## src/rtl/imm_chunker_if.sv

```systemverilog
// Handshake bundle for imm_chunker: constant in, 3-bit chunks out.
interface imm_chunker_if;
  logic       in_valid;
  logic       in_ready;
  logic [7:0] in_value;
  logic       out_valid;
  logic       out_ready;
  logic [2:0] out_imm;
  logic       out_first;
  logic       out_last;
  logic [1:0] out_nchunks;

  modport slave (
    input  in_valid, in_value, out_ready,
    output in_ready, out_valid, out_imm,
    output out_first, out_last, out_nchunks
  );

  modport master (
    output in_valid, in_value, out_ready,
    input  in_ready, out_valid, out_imm,
    input  out_first, out_last, out_nchunks
  );
endinterface

```

## src/rtl/imm_chunker.sv

```systemverilog
// Splits an 8-bit constant into the shortest run of 3-bit immediates
// that the sign-extend / shift-or consumer rebuilds, MSB chunk first.
module imm_chunker #(
  parameter bit FORCE_FULL = 1'b0
) (
  input  logic         clk,
  input  logic         reset,
  imm_chunker_if.slave bus
);

  typedef enum logic {IDLE, EMIT} state_e;

  state_e     state_q, state_d;
  logic [7:0] v_q, v_d;
  logic [1:0] n_q, n_d;
  logic [1:0] idx_q, idx_d;
  logic [1:0] n_in;
  logic [1:0] pos;
  logic       last;

  // Chunks needed so that sign extension of the head restores the top bits
  always_comb begin
    if (FORCE_FULL)
      n_in = 2'd3;
    else if (&bus.in_value[7:2] || ~|bus.in_value[7:2])
      n_in = 2'd1;
    else if (&bus.in_value[7:5] || ~|bus.in_value[7:5])
      n_in = 2'd2;
    else
      n_in = 2'd3;
  end

  assign pos  = n_q - 2'd1 - idx_q;
  assign last = (idx_q == n_q - 2'd1);

  always_ff @(posedge clk) begin
    if (reset) begin
      state_q <= IDLE;
      idx_q   <= '0;
      v_q     <= '0;
      n_q     <= '0;
    end else begin
      state_q <= state_d;
      idx_q   <= idx_d;
      v_q     <= v_d;
      n_q     <= n_d;
    end
  end

  always_comb begin
    state_d = state_q;
    idx_d   = idx_q;
    v_d     = v_q;
    n_d     = n_q;
    unique case (state_q)
      IDLE: begin
        if (bus.in_valid) begin
          v_d     = bus.in_value;
          n_d     = n_in;
          idx_d   = '0;
          state_d = EMIT;
        end
      end
      EMIT: begin
        if (bus.out_ready) begin
          if (last) begin
            state_d = IDLE;
            idx_d   = '0;
          end else begin
            idx_d = idx_q + 2'd1;
          end
        end
      end
      default: state_d = IDLE;
    endcase
  end

  always_comb begin
    bus.in_ready    = 1'b0;
    bus.out_valid   = 1'b0;
    bus.out_imm     = '0;
    bus.out_first   = 1'b0;
    bus.out_last    = 1'b0;
    bus.out_nchunks = '0;
    unique case (state_q)
      IDLE: bus.in_ready = 1'b1;
      EMIT: begin
        bus.out_valid   = 1'b1;
        bus.out_first   = (idx_q == 2'd0);
        bus.out_last    = last;
        bus.out_nchunks = n_q;
        unique case (pos)
          2'd0:    bus.out_imm = v_q[2:0];
          2'd1:    bus.out_imm = v_q[5:3];
          default: bus.out_imm = {v_q[7], v_q[7], v_q[6]};
        endcase
      end
      default: ;
    endcase
  end

endmodule

```

## src/flat_wrapper.sv

```systemverilog
// flat-port wrapper written by rule: the top's interface ports become plain ports
module imm_chunker_flat 
#(
  parameter bit FORCE_FULL = 1'b0
)
  (clk, reset, bus_in_valid, bus_in_value, bus_out_ready, bus_in_ready, bus_out_valid, bus_out_imm, bus_out_first, bus_out_last, bus_out_nchunks);
  imm_chunker_if bus_i ();
  input  logic clk;
  input  logic reset;
  input wire logic [$bits(bus_i.in_valid)-1:0] bus_in_valid;
  input wire logic [$bits(bus_i.in_value)-1:0] bus_in_value;
  input wire logic [$bits(bus_i.out_ready)-1:0] bus_out_ready;
  output wire logic [$bits(bus_i.in_ready)-1:0] bus_in_ready;
  output wire logic [$bits(bus_i.out_valid)-1:0] bus_out_valid;
  output wire logic [$bits(bus_i.out_imm)-1:0] bus_out_imm;
  output wire logic [$bits(bus_i.out_first)-1:0] bus_out_first;
  output wire logic [$bits(bus_i.out_last)-1:0] bus_out_last;
  output wire logic [$bits(bus_i.out_nchunks)-1:0] bus_out_nchunks;
  assign bus_i.in_valid = bus_in_valid;
  assign bus_i.in_value = bus_in_value;
  assign bus_i.out_ready = bus_out_ready;
  assign bus_in_ready = bus_i.in_ready;
  assign bus_out_valid = bus_i.out_valid;
  assign bus_out_imm = bus_i.out_imm;
  assign bus_out_first = bus_i.out_first;
  assign bus_out_last = bus_i.out_last;
  assign bus_out_nchunks = bus_i.out_nchunks;
  imm_chunker #(.FORCE_FULL(FORCE_FULL)) u_core (.clk(clk), .reset(reset), .bus(bus_i));
endmodule
```

## config.mk

```make
export PLATFORM = sky130hd
export DESIGN_NAME = imm_chunker_flat
export DESIGN_NICKNAME = d
export VERILOG_FILES = /design/src/rtl/imm_chunker_if.sv /design/src/rtl/imm_chunker.sv /design/src/flat_wrapper.sv
export SDC_FILE = /design/constraint.sdc
export NUM_CORES = 1
export LEC_CHECK = 0
export ABC_AREA = 1
export BUFFER_PORTS_ARGS = -buffer_cell sky130_fd_sc_hd__buf_2
export CAP_MARGIN = 10
export CELL_PAD_IN_SITES_DETAIL_PLACEMENT = 2
export CELL_PAD_IN_SITES_GLOBAL_PLACEMENT = 2
export CORE_AREA = 10 10 65 67
export CTS_BUF_LIST = sky130_fd_sc_hd__clkbuf_16
export CTS_CLUSTER_DIAMETER = 120
export DETAILED_ROUTE_END_ITERATION = 10
export DIE_AREA = 0 0 75 77
export HOLD_SLACK_MARGIN = 0.03
export PLACE_DENSITY_LB_ADDON = 0.1
export RECOVER_POWER = 100
export SLEW_MARGIN = 20
export SYNTH_ARGS = -nofsm -noshare
export SYNTH_HDL_FRONTEND = slang
export SYNTH_SLANG_ARGS = --single-unit
```

## constraint.sdc

```tcl
create_clock -name clk -period 1.8 [get_ports clk]
set_input_delay 0.36 -clock clk [delete_from_list [all_inputs] [get_ports clk]]
set_output_delay 0.36 -clock clk [all_outputs]
set_load 0.01 [all_outputs]
```

======== After elaboration in Yosys (flattened, before gate mapping) ========
Cells that the tools add are included.
word-level totals
  register bits after elaboration ......... 13
  input bits .............................. 12
  logic and storage cells ................. 41
operators by class
  add/subtract/negate cells ............... 3
  reductions and logical operators ........ 12
  bitwise logic cells ..................... 1
  eq/ne operators ......................... 4
  multiplexer cells ....................... 17
operator list
  cell                                                 count
  2-to-1 mux 2 bit                                     5
  2-to-1 mux 1 bit                                     8
  one-hot mux 3 bit (2 select lines)                   1
  AND reduction 6 bit                                  1
  OR reduction 6 bit                                   1
  logical NOT 2 bit                                    2
  != test 2 bit, second input constant                 2
  one-hot mux 2 bit (2 select lines)                   1
  AND reduction 2 bit                                  2
  2-to-1 mux 3 bit                                     1
  AND reduction 3 bit                                  1
  OR reduction 3 bit                                   1
  adder 2 x 1 -> 2 bit, second input constant          1
  equality test 2 x 1 -> 1 bit, second input constant  1
  equality test 2 bit                                  1
  logical NOT 1 bit                                    2
  logical OR 1 bit                                     2
  one-hot mux 1 bit (2 select lines)                   1
  subtractor 2 x 1 -> 2 bit, second input constant     1
  subtractor 2 bit                                     1
  inverter 1 bit                                       1

======== Logic depth before layout (Yosys ltp) ========
  word-level depth ........................ 5
  depth in mapped cells ................... 10
  gate-level depth less buffers ........... 10

======== Worst setup path before layout ========
No wires, ideal clock.
  path kind ............................... reg-to-output
  start point ............................. register u_core.n_q[0]
  end point ............................... output bus_out_imm[1]
  arrival ................................. 1099 ps
  data required time ...................... 1440 ps
  slack ................................... 341 ps
  stages on the path, launching flop included .. 7
  path through ............................ dfxtp_1 > ha_1 > inv_1 > nand3_1 > nand3b_2 > nand3_1 > nor2_1
on the way
  longest elaborated chain between the ends .. 5
RTL lines
  element                                                            line                text
  start: declaration                                                 imm_chunker.sv:15   logic [1:0] n_q, n_d;
  start signal: assignment                                           imm_chunker.sv:46   n_q <= n_d;
  subtractor 2 x 1 -> 2 bit (*)                                      imm_chunker.sv:33   assign pos = n_q - 2'd1 - idx_q;
  subtractor 2 bit (*)                                               imm_chunker.sv:33
  equality test 2 x 1 -> 1 bit or logical NOT 2 bit (tied branches)  imm_chunker.sv:92   unique case (pos)
  one-hot mux 3 bit (2 select lines) (*)                             imm_chunker.sv:92
  2-to-1 mux 3 bit (*)                                               imm_chunker.sv:85   unique case (state_q)
  end: declaration                                                   flat_wrapper.sv:15  output wire logic [$bits(bus_i.out_imm)-1:0] bus_out_imm;
Mark *: on every way between the ends. The rest lies on a longest branch, timed or not.

======== Worst setup path after layout ========
  start point ............................. register u_core.n_q[0]
  end point ............................... output bus_out_imm[0]
Same word-level chain as after synthesis.

==> results.md <==
Hold path:
- The worst hold path belongs to the class in -> reg.
- The hold path depth is 2.
- The worst-case hold path end point is u_core.n_q[1].
- The startpoint identified for the worst hold timing path is reset.

Routing:
- The detailed router's first-iteration violation count is 5.
- The routed layout has 792 vias.
- The detailed-route DRC error count is 0.
- The number of nets with antenna violations after detailed routing is 0.
- The detailed-route wire length per cell is 14.8 microns.
- The total routed wirelength is 2.49 mm.
- The detailed-router iteration count before antenna repair is 3.
- The via count normalized by instance count is 4.71.

Power:
- The largest voltage drop on the vdd net is 0.298 mV.
- The power per unit of standard cell area is roughly 900 mW/mm^2.
- The reported leakage power is 0.514 nW.

Global route:
- Entering global routing, the biggest net connects 11 pins.
- The global route total overflow is 0.
- The number of global-route vias before repair is 853.
- Across every metal layer, demand over resource in global routing totals 0.0940.
- The initial antenna violation count came to 0.
- The first global-routing pass estimated 4.23 mm of wire.

Clocking:
- Clock latency on the worst-skew pair, taken at its later pin, is 240 ps.
- The root buffer cell chosen for the clock tree is clkbuf_16.
- The number of hold-repair buffers added at the cts stage is 0.
- After clock tree synthesis, the clock-pin slew on the worst setup and hold paths is 40 ps.
- TritonCTS built the clock tree.
- TritonCTS created 3 clock buffers.
- The clock drives 13 sinks.
- The maximum level of the CTS H-tree is 1.
- The clock passes through at most 2 buffers.

Critical path:
- The length in cells of the worst reg-to-reg path is 6.
- The kind of end point of the critical path is an output pin.
- The signal on the critical path passes through inv_2 > nand2_4 > nand2_4 > nand2_4 > nand2_4 > nand2_4 > nand4_1 > nand3_1 > nand2_1 > inv_1 > buf_2.
- In this run the worst path has a maximum fanout of 5.
- The delay of the slowest cell on the worst path is 370 ps.
- Data on the critical path arrives at its endpoint at 1430 ps.
- The cell with the most instances on the worst path is nand2_4.
- The cell at the slowest stage of the critical path is dfxtp_4.
- The register-to-register setup slack is about 450 ps.
- The data required time at the worst endpoint is 1440 ps.
- The startpoint of the worst-slack reg-to-reg timing path is u_core.state_q.
- STA classifies the critical path startpoint as a flip-flop.
- The startpoint-to-endpoint class of the critical path is reg -> out.
- The endpoint identified for the worst register-to-register timing path is u_core.idx_q[0].

Layout:
- For this run, the post-layout net count is 150.
- At the end of the flow the core is filled with cells to 0.358.
- The post-layout instance area is 0.00107 sq mm.
- The final-layout fill cell count is 370.
- In the final layout, the share of cells above drive strength 1 is 0.378.
- The antenna diode count is 0.
- The multi-input combinational cell area is 480 sq um.
- The sequential cell area is 269 sq um.
- The layout-stage area growth over the synthesis result is 42.2%.

Placed design:
- The number of port buffers is 20.
- The placed wire-length estimate is 1.95 mm.
- The worst-case setup slack after placement is 155 ps.
- The congestion estimate from routability-driven global placement came to 0.704.
- The standard cell area after detailed placement is 883 sq um.

Yosys:
- Of the synthesized area, sequential elements account for 0.347.
- The mapped cell area is 751 sq um.
- Dividing the synthesized area by the synthesized cell count gives between 6 and 7 sq um.
- The share of synthesized area in the top cell type comes to 0.347.
- After technology mapping, the gate count stands at 110.
- By area the synthesized netlist is led by dfxtp_1 35%, nor2_1 9.5%, inv_1 9.0%, nand2_1 6.5%, nand3_1 6.0%.
- The commonest cells after synthesis are 19 x nor2_1, 18 x inv_1, 13 x dfxtp_1, 13 x nand2_1.
- The dominant cell by count in the synthesized netlist is nor2_1.
- The share of flip-flops with an asynchronous set or reset is 0.
- The number of synthesized flops with an enable pin is 0.
- Counting distinct cell types in the post-synthesis netlist gives 20.
- The count of yosys warnings during synthesis is 0.
- The largest area contributor in the netlist is dfxtp_1.
- Among all flip-flop cells after synthesis, the most frequent one is dfxtp_1.
- The number of nets handed over by synthesis was 124.
- The number of synthesized register bits is 13.

Outcome:
- The run finished with clean final reports.

STA:
- At the pin with the least slew margin, the transition time is 412 ps.
- The share of the clock period used by the worst path after layout is 0.995.
- The max-slew violation count is 0.
- For this run, the top clock speed supported by timing is roughly 560 MHz.
- Setup repair after global routing could not meet its margin everywhere.
- The clock period minus final worst setup slack is 1790 ps.
- In this run the tightest slew margin relative to its limit is 0.725.
- The hold violation total from the final report came to 0.
- Between clock sinks in the finished design, the worst skew comes to between 2 and 3 ps.
- The worst setup margin is 8.18 ps.
- Setup violations remaining at the end of the flow were counted as 0.

Die:
- The full die area is 0.00578 sq mm.
- In this run the vertical extent of the chip is 77 microns.
- The area inside the core boundary is roughly 0.003 sq mm.
- The initial core utilization is 0.252.
- The floorplan step set the die width to 75 microns.
- 21 I/O pins were placed.
- The site row count is 20.

Flow run:
- The max-capacitance violation count is 0.
## power breakdown
part | leakage, nW | switching, mW | internal, mW
clock network | 0.0423 | 0.109 | 0.292
logic | 0.362 | 0.127 | 0.0859
registers | 0.109 | 0.0219 | 0.311
total | 0.514 | 0.259 | 0.689
## worst max path at each step
stage | from | end | slack, ps | depth (start not counted)
after global placement | u_core.n_q[1] | bus_out_imm[2] | 200 | 9
after CTS | u_core.n_q[0] | bus_out_imm[2] | -20 | 10
after floorplan | u_core.n_q[0] | bus_out_imm[1] | 340 | 6
final | u_core.n_q[0] | bus_out_imm[0] | 8 | 11
after global routing | u_core.n_q[1] | bus_out_imm[2] | -110 | 10
after detailed placement | u_core.n_q[0] | bus_out_imm[0] | 150 | 8
## metrics by stage
step / total power [mW] / std cells / hold WS, ps / TNS [ps]
6_report: 0.948 / 168 / 326 / 0
5_1_grt: 1.01 / 168 / 334 / -325
4_1_cts: 0.963 / 168 / 328 / -39.4
3_5_place_dp: 0.514 / 162 / 480 / 0
3_3_place_gp: 0.508 / 162 / 469 / 0
2_1_floorplan: 0.451 / 110 / 429 / 0
## layout make-up
cell class,instances,share of cell area
well taps,33,0.0387
inverters,20,0.0703
flip-flops and latches,13,0.252
clock inverters,1,0.00352
repair buffers,23,0.115
clock buffers,3,0.0703
multi-input cells,75,0.450
## worst max-delay path, delay by kind of cell (launching register included)
kind                   cells  cell delay [ps]
and+or+nand+nor            8              600
DFF                        1              370
buffers and inverters      3              220
## logic make-up (layout without fill, tap and decap cells)
logic type | count (synthesis) | count (layout) | share of synthesized area
DFF | 13 | 13 | 0.347
and+or+nand+nor | 56 | 56 | 0.372
adders and majority gates | 2 | 2 | 0.0333
buffers and inverters | 22 | 47 | 0.122
AOI/OAI and AO/OA | 17 | 17 | 0.127
## registers in the layout, summed over array words and instances (netlist names)
signal,flops
u_core.n_q,2
u_core.state_q,1
u_core.idx_q,2
u_core.v_q,8
## placed cells by master, fill, tap and decap left out, drive strengths merged
| master | instances |
|---|---|
| nor3 | 2 |
| a21oi | 5 |
| a211oi | 1 |
| buf | 23 |
| nand2 | 19 |
| o221ai | 1 |
| nor2 | 19 |
| inv | 21 |
| nand3b | 1 |
| dfxtp | 13 |
| nand4 | 4 |
| ha | 2 |
| o311ai | 1 |
| clkbuf | 3 |
| o21ai | 9 |
| nand3 | 11 |
## routing by layer
metal	global-route usage	wire length (microns)
met1	0.120	1150
met2	0.144	1230
met3	0.0257	89
met4	0.0341	19
met5	0	0
## timing repair
item | CTS | global route
resized for setup | 21 | 3
pin swaps | 6 | 5
buffers inserted | 2 | 0
endpoints found under the setup margin | 3 | 4
No activity file was read; power rests on OpenSTA's default activity.
